`config.mk`:
```
export PLATFORM = sky130hd
export DESIGN_NAME = spike_encoder
export DESIGN_NICKNAME = d
export VERILOG_FILES = /design/src/rtl/spike_encoder.sv
export SDC_FILE = /design/constraint.sdc
export NUM_CORES = 1
export LEC_CHECK = 0
export ABC_AREA = 1
export CAP_MARGIN = 20
export CORE_MARGIN = 1
export CORE_UTILIZATION = 35
export DETAILED_ROUTE_END_ITERATION = 10
export PLACE_DENSITY = 0.6
export SETUP_SLACK_MARGIN = 0.2
export SLEW_MARGIN = 10
export SYNTH_ARGS = -nofsm -noshare
export SYNTH_HDL_FRONTEND = slang
export SYNTH_SLANG_ARGS = --single-unit
```
`constraint.sdc`:
```
create_clock -name clk -period 2.31 [get_ports clk]
set_input_delay 0.231 -clock clk [delete_from_list [all_inputs] [get_ports clk]]
set_output_delay 0.231 -clock clk [all_outputs]
set_load 0.01 [all_outputs]
```
`src/rtl/spike_encoder.sv`:
```
// spike_encoder: latency-coded spike-time encoder.
// Pixels stream into a shadow buffer. A full shadow is swapped into the active
// spike-time bank at a frame boundary, or at once when no frame is running.
// Each frame lasts TRAIN_PERIOD or TEST_PERIOD cycles, depending on the mode
// latched at the swap.
// Optional feature macro: SPIKE_THRESH_EN. When it is defined, pixels dimmer
// than THRESH encode to the all-ones (no useful spike) time.
module spike_encoder #(
  parameter int NUM_INPUTS   = 64,
  parameter int PIX_W        = 8,
  parameter int TIME_W       = 4,
  parameter int TRAIN_PERIOD = 16,
  parameter int TEST_PERIOD  = 8,
  parameter int THRESH       = 32
) (
  input  logic                         clk,
  input  logic                         rst_l,
  input  logic                         training,
  input  logic                         pix_valid,
  input  logic [PIX_W-1:0]             pix_data,
  output logic                         pix_ready,
  output logic [NUM_INPUTS*TIME_W-1:0] spike_times,
  output logic [TIME_W:0]              time_val,
  output logic                         training_q,
  output logic                         frame_start,
  output logic                         frame_last,
  output logic                         running
);

  localparam int IDX_W = (NUM_INPUTS > 1) ? $clog2(NUM_INPUTS) : 1;
  localparam logic [IDX_W-1:0]  LAST_IDX   = IDX_W'(NUM_INPUTS - 1);
  localparam logic [TIME_W:0]   TRAIN_LAST = (TIME_W+1)'(TRAIN_PERIOD - 1);
  localparam logic [TIME_W:0]   TEST_LAST  = (TIME_W+1)'(TEST_PERIOD - 1);

  typedef enum logic {S_IDLE, S_RUN} state_t;

  state_t                         r_state;
  logic [IDX_W-1:0]               r_wr_idx;
  logic                           r_shadow_full;
  logic [TIME_W-1:0]              r_shadow [NUM_INPUTS];
  logic [NUM_INPUTS*TIME_W-1:0]   r_spike_times;
  logic [TIME_W:0]                r_time_val;
  logic                           r_training_q;
  logic                           r_frame_start;
  logic                           r_running;

  logic [TIME_W-1:0]              w_lin;
  logic [TIME_W-1:0]              w_enc;
  logic                           w_accept;
  logic [TIME_W:0]                w_last_tv;
  logic                           w_at_end;
  logic                           w_swap;
  logic [NUM_INPUTS*TIME_W-1:0]   w_shadow_flat;

  // Linear latency code: invert the intensity and keep the top TIME_W bits,
  // so the brightest pixel fires at time 0.
  assign w_lin = TIME_W'((~pix_data) >> (PIX_W - TIME_W));

`ifdef SPIKE_THRESH_EN
  localparam logic [PIX_W-1:0] THRESH_V = PIX_W'(THRESH);
  assign w_enc = (pix_data < THRESH_V) ? {TIME_W{1'b1}} : w_lin;
`else
  logic w_thresh_unused;
  assign w_thresh_unused = (THRESH != 0);
  assign w_enc = w_lin;
`endif

  // A full shadow exerts backpressure; its contents wait for the next swap.
  assign w_accept  = pix_valid && !r_shadow_full;
  assign w_last_tv = r_training_q ? TRAIN_LAST : TEST_LAST;
  assign w_at_end  = (r_state == S_RUN) && (r_time_val == w_last_tv);
  // The registered full flag is used here. A last pixel arriving on a boundary
  // cycle is therefore swapped one cycle later, through IDLE.
  assign w_swap    = r_shadow_full && ((r_state == S_IDLE) || w_at_end);

  genvar gi;
  generate
    for (gi = 0; gi < NUM_INPUTS; gi++) begin : g_flat
      assign w_shadow_flat[gi*TIME_W +: TIME_W] = r_shadow[gi];
    end
  endgenerate

  // Shadow storage: the encoded pixel is written at the current load index.
  always_ff @(posedge clk) begin
    if (w_accept) begin
      r_shadow[r_wr_idx] <= w_enc;
    end
  end

  // Load index and full flag: the last pixel of an image marks the shadow full.
  always_ff @(posedge clk or negedge rst_l) begin
    if (!rst_l) begin
      r_wr_idx      <= '0;
      r_shadow_full <= 1'b0;
    end else if (w_swap) begin
      r_shadow_full <= 1'b0;
    end else if (w_accept) begin
      if (r_wr_idx == LAST_IDX) begin
        r_wr_idx      <= '0;
        r_shadow_full <= 1'b1;
      end else begin
        r_wr_idx <= r_wr_idx + 1'b1;
      end
    end
  end

  // Frame control FSM: swap images, count frame cycles, drop to IDLE when starved.
  always_ff @(posedge clk or negedge rst_l) begin
    if (!rst_l) begin
      r_state       <= S_IDLE;
      r_spike_times <= '1;
      r_time_val    <= '0;
      r_training_q  <= 1'b0;
      r_frame_start <= 1'b0;
      r_running     <= 1'b0;
    end else begin
      r_frame_start <= 1'b0;
      if (w_swap) begin
        r_state       <= S_RUN;
        r_spike_times <= w_shadow_flat;
        r_time_val    <= '0;
        r_training_q  <= training;
        r_frame_start <= 1'b1;
        r_running     <= 1'b1;
      end else if (r_state == S_RUN) begin
        if (w_at_end) begin
          r_state    <= S_IDLE;
          r_time_val <= '0;
          r_running  <= 1'b0;
        end else begin
          r_time_val <= r_time_val + 1'b1;
        end
      end
    end
  end

  assign pix_ready   = !r_shadow_full;
  assign spike_times = r_spike_times;
  assign time_val    = r_time_val;
  assign training_q  = r_training_q;
  assign frame_start = r_frame_start;
  assign frame_last  = w_at_end;
  assign running     = r_running;

endmodule

```
==> results of run 1 <==
## final timing paths
path / startpoint / to / cells past startpoint
hold / removal: training / training_q / 3
setup reg to reg: r_shadow_full / r_shadow[49][2] / 6
hold reg to reg: r_shadow[12][2] / spike_times[50] / 2
setup / recovery: spike_times[51] / spike_times[51] / 1
min in group asynchronous: rst_l / r_wr_idx[0] / 2
max in group asynchronous: rst_l / spike_times[231] / 3
## cell usage in the layout (no fill, tap or decap), types with 2 or more instances in the layout
cell type	n
dfrtp_1	14
o22ai_1	2
nor2_2	9
clkdlybuf4s50_1	270
bufinv_16	3
nand2_1	798
nor4_1	5
buf_4	39
clkinv_4	2
clkinv_2	9
buf_12	13
clkbuf_8	10
nand4_1	7
clkbuf_16	60
nand3_1	11
ha_1	2
dfrtp_2	2
inv_1	13
edfxtp_1	256
nor3_1	4
o21ai_0	9
inv_6	2
dfstp_2	256
clkbuf_1	16
clkinv_1	3
nor2_1	56
inv_2	6
nand2_2	2
xor2_1	2
## worst register-to-register path, delay by kind of cell (launching register included)
| kind | cells | cell delay [ns] |
|---|---|---|
| buf+inv | 3 | 0.54 |
| flops | 1 | 0.44 |
| simple gates | 3 | 0.59 |
## kinds of logic after synthesis
logic type,count (synthesis)
and+or+nand+nor,895
DFF,528
buffers and inverters,81
AOI/OAI and AO/OA,12
xor gates and xnor gates,3
adders and majority gates,2
## per-stage QoR
| stage | util | hold WS [ns] |
|---|---|---|
| floorplan | - | -0.0646 |
| global placement | 0.427 | 0.299 |
| detailed placement | 0.427 | 0.301 |
| CTS | 0.462 | 0.133 |
| global route | 0.464 | 0.173 |
| finish | 0.464 | 0.167 |
## cell type report
type / instances / area share
sequential: 528 / 0.603
antenna: 1 / 0.000102
clock inverter: 19 / 0.00754
multi-input combinational: 912 / 0.146
timing repair buffer: 328 / 0.137
tap: 688 / 0.0350
inverter: 21 / 0.00351
clock buffer: 85 / 0.0682
## registers in the layout (all words and copies together), names as in the netlist
signal	cells
r_wr_idx	6
r_shadow	256
spike_times	256
r_shadow_full	1
training_q	1
time_val	5
frame_start	1
r_state	1
running	1
## power breakdown
group | switching [µW] | leakage [µW] | internal, µW
Combinational | 4560 | 0.00384 | 5240
Sequential | 1790 | 0.00519 | 14100
Clock | 3660 | 0.000916 | 5330
Total | 10000 | 0.00995 | 24700
## what timing repair did
item                       CTS  global route
resized for setup            4            14
hold buffers                 1             0
hold endpoints to repair     4             0
setup endpoints to repair    6           211
setup buffers                2             0
cloned                       0             1
## metal layers
metal,vias to the layer above,track usage,part of all wire
met5,-,0,0
met2,305,0.285,0.47
met1,5864,0.240,0.44
met3,66,0.0479,0.063
met4,0,0.0430,0.018
li1,5542,-,-
==> metrics.json, run 1 <==
{
  "outcome": {"value": "finished with violations"},
  "violations": {"value": "DRC"},
  "dp_hpwl": {"value": 29300, "unit": "µm"},
  "finalWirelength": {"value": 48800, "unit": "µm"},
  "largest_delay_contributor_family_on_the_critical_path": {"value": "buffers and inverters"},
  "finalCritPeriodShare": {"value": 0.883},
  "clk_latency": {"value": 0.60, "unit": "ns"},
  "portBuffers": {"value": 273},
  "synth.yosys.seq_area_share": {"value": 0.785},
  "cts.htree.levels": {"value": 2},
  "wl_per_cell": {"value": 18.9, "unit": "µm"},
  "cp-end-kind": {"value": "primary output"},
  "synth_ff_type": {"value": "edfxtp_1"},
  "critPathBufInv": {"value": 1},
  "netlist_instances": {"value": 1521},
  "synth_top_family_by_area": {"value": "simple AND/OR/NAND/NOR gates"},
  "largest_driver_fanout_on_the_critical_path": {"value": 2},
  "post_synth.cell_area_avg": {"value": 12.4, "unit": "µm²"},
  "detailedRoute.firstPassIterationCount": {"value": 8},
  "slew-limit-headroom": {"value": 0.546},
  "post-place-cells": {"value": 2473},
  "grt.overflow.total": {"value": 0},
  "worst_clock_skew": {"value": 0.0212, "unit": "ns"},
  "post_route_cells_drive_above_1_share": {"value": 0.222},
  "synth-adder-area-share": {"value": 0.00133},
  "grt_util_all_layers": {"value": 0.178},
  "fin_worst_setup_slack": {"value": 0.270, "unit": "ns"},
  "grt_antenna_before_repair": {"value": 1},
  "report.final.hold_viol_count": {"value": 0},
  "floorplan.die_area": {"value": 0.0549, "unit": "mm²"},
  "synthesized_net_count": {"value": 1535},
  "fillers": {"value": 4827},
  "power.leakage": {"value": 0.00995, "unit": "µW"},
  "gp_routability_congestion": {"value": 0.766},
  "timing.max_cap.violations": {"value": 0},
  "worst_setup_hold_path_clk_slew": {"value": 0.06, "unit": "ns"},
  "design_power_total": {"value": 34700, "unit": "µW"},
  "max_slew.worst_pin.slew": {"value": 0.681, "unit": "ns"},
  "total_number_of_vias": {"value": 11777},
  "clock_sink_count": {"value": 528},
  "clockBufferDepth": {"value": 3},
  "place_ws": {"value": 0.119, "unit": "ns"},
  "synthArstFlopShare": {"value": 0.515},
  "core_region_area": {"value": 0.0530, "unit": "mm²"},
  "worstSetupPathType": {"value": "flop to primary output"},
  "syn_area": {"value": 0.0189, "unit": "mm²"},
  "path_cells": {"value": "clkdlybuf4s50_1"},
  "cts_root_buf": {"value": "clkbuf_16"},
  "antenna_left": {"value": 0},
  "maximum_clock_frequency": {"value": 490, "unit": "MHz"},
  "synth_enable_flop_cells": {"value": 256},
  "setup-violations-final": {"value": 0},
  "yosys_register_bits": {"value": 528},
  "top_area_cells_in_the_synthesized_netlist": {"value": "edfxtp_1, dfstp_2, nand2_1"},
  "worst-endpoint-arrival": {"value": 1.81, "unit": "ns"},
  "drt_first_iter_violations": {"value": 677},
  "synth_simple_gate_area_frac": {"value": 0.182},
  "flow.area_growth_from_synthesis": {"value": 30.1, "unit": "%"},
  "fp-row-count": {"value": 84},
  "drc": {"value": 36},
  "final-instance-count-excl-fill": {"value": 2582},
  "synth_top_area_cell": {"value": "edfxtp_1"},
  "boundaryPins": {"value": 278},
  "cellPowerDensity": {"value": 1410, "unit": "mW/mm²"},
  "multi_input_area": {"value": 0.00358, "unit": "mm²"},
  "post_synth_most_frequent_cells": {"value": "nand2_1, dfstp_2, edfxtp_1, nor2_1, buf_2"},
  "timing.critical_path.from_type": {"value": "flop"},
  "first_global_vias": {"value": 12117},
  "ir_drop": {"value": 0.000791, "unit": "V"},
  "layout.nets": {"value": 1861},
  "final_design_area_no_fill": {"value": 0.0246, "unit": "mm²"},
  "number_of_buffers_added_by_the_clock_tree_synthesis_step": {"value": 56},
  "reg2reg_setup_slack": {"value": 0.38, "unit": "ns"},
  "min-delay-path-class": {"value": "input port to flop"},
  "synth-xor-area-share": {"value": 0.00139},
  "tritoncts": {"value": "yes"},
  "slew_viol_final": {"value": 0},
  "post_synth_mux_area_share": {"value": 0},
  "drt-vias-per-instance": {"value": 4.56},
  "synth.distinct_cells": {"value": 25},
  "wire_length_of_the_first_global_routing_pass": {"value": 73000, "unit": "µm"},
  "die-height": {"value": 234, "unit": "µm"},
  "yosysWarnings": {"value": 0},
  "synth_compound_area_frac": {"value": 0.00331},
  "post-synth-top-area-fraction": {"value": 0.407},
  "area_used_by_sequential_logic_in_the_layout": {"value": 0.0148, "unit": "mm²"},
  "cp.required": {"value": 2.08, "unit": "ns"},
  "post-route-min-period": {"value": 2.04, "unit": "ns"},
  "final.setup.tns": {"value": 0, "unit": "ns"},
  "post_dp_cell_area": {"value": 0.0226, "unit": "mm²"},
  "critPathSlowestCell": {"value": "clkdlybuf4s50_1"},
  "slowest_delay": {"value": 0.68, "unit": "ns"},
  "starting_density_of_the_core": {"value": 0.356},
  "grt_start_max_net_pins": {"value": 170},
  "rsz0062_at_grt": {"value": "false"},
  "die_x": {"value": 234, "unit": "µm"},
  "synthMostInstantiatedCell": {"value": "nand2_1"}
}
Power figures use the tool's default switching activity.
==> run 2, diff against run 1 <==
--- a/config.mk
+++ b/config.mk
@@ -8,9 +8,9 @@
 export ABC_AREA = 1
 export CAP_MARGIN = 20
 export CORE_MARGIN = 1
-export CORE_UTILIZATION = 35
+export CORE_UTILIZATION = 40
 export DETAILED_ROUTE_END_ITERATION = 10
-export PLACE_DENSITY = 0.6
+export PLACE_DENSITY = 0.66
 export SETUP_SLACK_MARGIN = 0.2
 export SLEW_MARGIN = 10
 export SYNTH_ARGS = -nofsm -noshare
==> run 2 against run 1 <==
The run now ends clean. Clock power fell by 7.1%. Sequential share of layout area is 0.85 points higher. Critical path depth increased by 5. Critical endpoint is now r_shadow[38][0]. Largest cell class unchanged. Largest power group unchanged.
==> metrics.json, run 2 (synthesized netlist as in run 1, its figures left out) <==
{
  "drt-vias-per-instance": {"value": 4.72, "change": "+3.5%"},
  "cp-end-kind": {"value": "flop"},
  "antenna_left": {"value": 0, "change": "unchanged"},
  "cts_root_buf": {"value": "clkbuf_16"},
  "critPathBufInv": {"value": 3, "change": "+2"},
  "leading_cell_type_in_the_layout_fill_and_taps_excluded": {"value": "nand2_1"},
  "post_dp_cell_area": {"value": 0.0225, "unit": "mm²", "change": "-0.67%"},
  "slew-limit-headroom": {"value": 0.625, "change": "+0.0787"},
  "boundaryPins": {"value": 278, "change": "unchanged"},
  "report.final.hold_viol_count": {"value": 0, "change": "unchanged"},
  "final_design_area_no_fill": {"value": 0.0242, "unit": "mm²", "change": "-1.4%"},
  "grt.overflow.total": {"value": 0, "change": "unchanged"},
  "tritoncts": {"value": "yes"},
  "core_region_area": {"value": 0.0466, "unit": "mm²", "change": "-12%"},
  "clock_sink_count": {"value": 528, "change": "unchanged"},
  "top_layer": {"value": "met4"},
  "part_of_the_total_power_dissipated_in_sequential_elements": {"value": 0.468, "change": "+0.010"},
  "r2r_start": {"value": "r_shadow_full"},
  "regToRegEndpoint": {"value": "r_shadow[38][0]"},
  "clkPwrFrac": {"value": 0.246, "change": "-0.013"},
  "portBuffers": {"value": 273, "change": "unchanged"},
  "post-place-cells": {"value": 2387, "change": "-3.5%"},
  "grt_antenna_before_repair": {"value": 1, "change": "unchanged"},
  "wl_met1": {"value": 20100, "unit": "µm", "change": "-7.4%"},
  "number_of_buffers_added_by_the_clock_tree_synthesis_step": {"value": 52, "change": "-7.1%"},
  "multi_input_area": {"value": 0.00357, "unit": "mm²", "change": "-0.14%"},
  "power.leakage": {"value": 0.00982, "unit": "µW", "change": "-1.3%"},
  "min-delay-path-class": {"value": "input port to async pin"},
  "grt_start_max_net_pins": {"value": 136, "change": "-20%"},
  "detailroute.wirelength.met3": {"value": 3110, "unit": "µm", "change": "+0.42%"},
  "post_route_cells_drive_above_1_share": {"value": 0.214, "change": "-0.00815"},
  "wire_length_of_the_first_global_routing_pass": {"value": 69500, "unit": "µm", "change": "-4.8%"},
  "combinationalPowerShare": {"value": 0.287, "change": "+0.005"},
  "fp-row-count": {"value": 79, "change": "-6.0%"},
  "drt_first_iter_violations": {"value": 844, "change": "+25%"},
  "floorplan.die_area": {"value": 0.0481, "unit": "mm²", "change": "-12%"},
  "fin_worst_hold_slack": {"value": 0.154, "unit": "ns", "change": "-0.0131 ns"},
  "wl_per_cell": {"value": 18.2, "unit": "µm", "change": "-3.5%"},
  "worst_setup_hold_path_clk_slew": {"value": 0.06, "unit": "ns", "change": "about the same"},
  "largest_delay_contributor_family_on_the_critical_path": {"value": "simple AND/OR/NAND/NOR gates"},
  "critPathSlowestCell": {"value": "dfrtp_1"},
  "setup-violations-final": {"value": 0, "change": "unchanged"},
  "slew_viol_final": {"value": 0, "change": "unchanged"},
  "flow.area_growth_from_synthesis": {"value": 28.3, "unit": "%"},
  "slowest_delay": {"value": 0.45, "unit": "ns", "change": "-0.23 ns"},
  "cell_internal_pwr": {"value": 24200, "unit": "µW", "change": "-2.0%"},
  "largest_driver_fanout_on_the_critical_path": {"value": 18, "change": "+16"},
  "post-route-min-period": {"value": 2.06, "unit": "ns", "change": "+0.0171 ns"},
  "outcome": {"value": "complete, no violations"},
  "die_x": {"value": 219, "unit": "µm", "change": "-6.4%"},
  "fillers": {"value": 4024, "change": "-17%"},
  "total_number_of_vias": {"value": 11750, "change": "-0.23%"},
  "worst-endpoint-arrival": {"value": 2.28, "unit": "ns", "change": "+0.47 ns"},
  "utilization": {"value": 0.520, "change": "+0.0565"},
  "ir_drop": {"value": 0.000784, "unit": "V", "change": "-0.93%"},
  "clockBufferDepth": {"value": 3, "change": "unchanged"},
  "path_cells": {"value": "inv_1 > nand2_1 > inv_2 > nand4_1 > buf_4 > nor2_1"},
  "grt_util_all_layers": {"value": 0.193, "change": "+0.0152"},
  "rsz0062_at_grt": {"value": "true"},
  "switching_share": {"value": 0.289, "change": "about the same"},
  "first_global_vias": {"value": 11853, "change": "-2.2%"},
  "starting_density_of_the_core": {"value": 0.405, "change": "+0.0491"},
  "gp_routability_congestion": {"value": 0.775, "change": "+1.1%"},
  "layout.nets": {"value": 1851, "change": "-0.54%"},
  "detailedRoute.firstPassIterationCount": {"value": 5, "change": "-3"},
  "finalCritPeriodShare": {"value": 0.891, "change": "+0.00739"},
  "cellPowerDensity": {"value": 1400, "unit": "mW/mm²", "change": "-0.58%"},
  "max_slew.worst_pin.slew": {"value": 0.563, "unit": "ns", "change": "-0.118 ns"},
  "drc": {"value": 0, "change": "-100%"},
  "final.setup.tns": {"value": 0, "unit": "ns", "change": "unchanged"},
  "ff2ff_path_depth": {"value": 6, "change": "unchanged"},
  "die-height": {"value": 219, "unit": "µm", "change": "-6.4%"},
  "dp_hpwl": {"value": 27700, "unit": "µm", "change": "-5.4%"},
  "cts.htree.levels": {"value": 2, "change": "unchanged"},
  "final-instance-count-excl-fill": {"value": 2489, "change": "-3.6%"},
  "finalWirelength": {"value": 45400, "unit": "µm", "change": "-7.0%"},
  "commonest_non_fill_non_tap_cells_in_the_layout": {"value": "nand2_1, clkdlybuf4s50_1, edfxtp_1, dfstp_2, nor2_1"},
  "maximum_clock_frequency": {"value": 486, "unit": "MHz", "change": "-0.83%"},
  "reg2reg_setup_slack": {"value": 0.25, "unit": "ns", "change": "-0.13 ns"},
  "worstSetupPathType": {"value": "flop to flop"},
  "timing.critical_path.from_type": {"value": "flop"},
  "power.switching": {"value": 9810, "unit": "µW", "change": "-2.0%"},
  "clk_latency": {"value": 0.61, "unit": "ns", "change": "about the same"},
  "timing.max_cap.violations": {"value": 0, "change": "unchanged"},
  "dr_wl_met2": {"value": 20900, "unit": "µm", "change": "-9.8%"},
  "cp.required": {"value": 2.53, "unit": "ns", "change": "+0.45 ns"},
  "area_used_by_sequential_logic_in_the_layout": {"value": 0.0148, "unit": "mm²", "change": "about the same"},
  "worst_clock_skew": {"value": 0.0289, "unit": "ns", "change": "+0.00768 ns"}
}
==> run 2: cell count changes in the layout (fill, tap and decap cells not counted), moves of 2 or more <==
cell,before,now
nor2_1,56,62
buf_4,39,35
dfrtp_1,14,16
clkinv_2,9,7
clkbuf_16,60,53
clkinvlp_4,1,3
clkbuf_8,10,13
clkinv_4,2,0
nor2_2,9,2
dfrtp_2,2,0
==> run 2: area by class of cell <==
cell class                 instances  area share
tap                              607      0.0314
inverter                          21     0.00356
multi-input combinational        912       0.148
timing repair buffer             322       0.135
antenna                            1    0.000103
sequential                       528       0.612
clock buffer                      81      0.0645
clock inverter                    17     0.00604
==> run 2: metal layers <==
| metal | track usage | vias up |
|---|---|---|
| li1 | - | 5534 |
| met1 | 0.264 | 5820 |
| met2 | 0.298 | 309 |
| met3 | 0.0495 | 87 |
| met4 | 0.0688 | 0 |
| met5 | 0 | - |
==> run 2: how the worst max path moves through the flow <==
stage                   from  depth (start not counted)  slack [ns]         endpoint
5_1_grt        r_shadow_full                          6        0.19  r_shadow[38][0]
3_5_place_dp       pix_valid                          5        0.10   r_shadow[0][3]
6_report       r_shadow_full                          6        0.25  r_shadow[38][0]
4_1_cts        r_shadow_full                          3        0.22        pix_ready
2_1_floorplan  r_shadow_full                          5        0.44  r_shadow[11][0]
3_3_place_gp       pix_valid                          5        0.13  r_shadow[56][1]
==> run 2: stage by stage <==
| step | worst slack [ns] | power (µW) |
|---|---|---|
| finish | 0.253 | 34000 |
| global route | 0.190 | 35800 |
| CTS | 0.220 | 34300 |
| detailed placement | 0.102 | 25800 |
| global placement | 0.126 | 25600 |
| floorplan | 0.440 | 19400 |
==> run 2: repair_timing <==
action | 4_1_cts | 5_1_grt
setup endpoints to repair | 1 | 45
endpoints found under the hold margin | 44 | 0
pin swaps | 0 | 4
buffers inserted | 2 | 0
hold buffers | 1 | 0
resized for setup | 5 | 8
==> run 2: power groups by stage <==
stage / logic, µW / clock network [µW] / registers (µW)
global placement: 9640 / 0 / 16000
finish: 9740 / 8350 / 15900
floorplan: 2630 / 0 / 16700
detailed placement: 9760 / 0 / 16000
CTS: 9860 / 8550 / 15900
global route: 10700 / 8910 / 16200
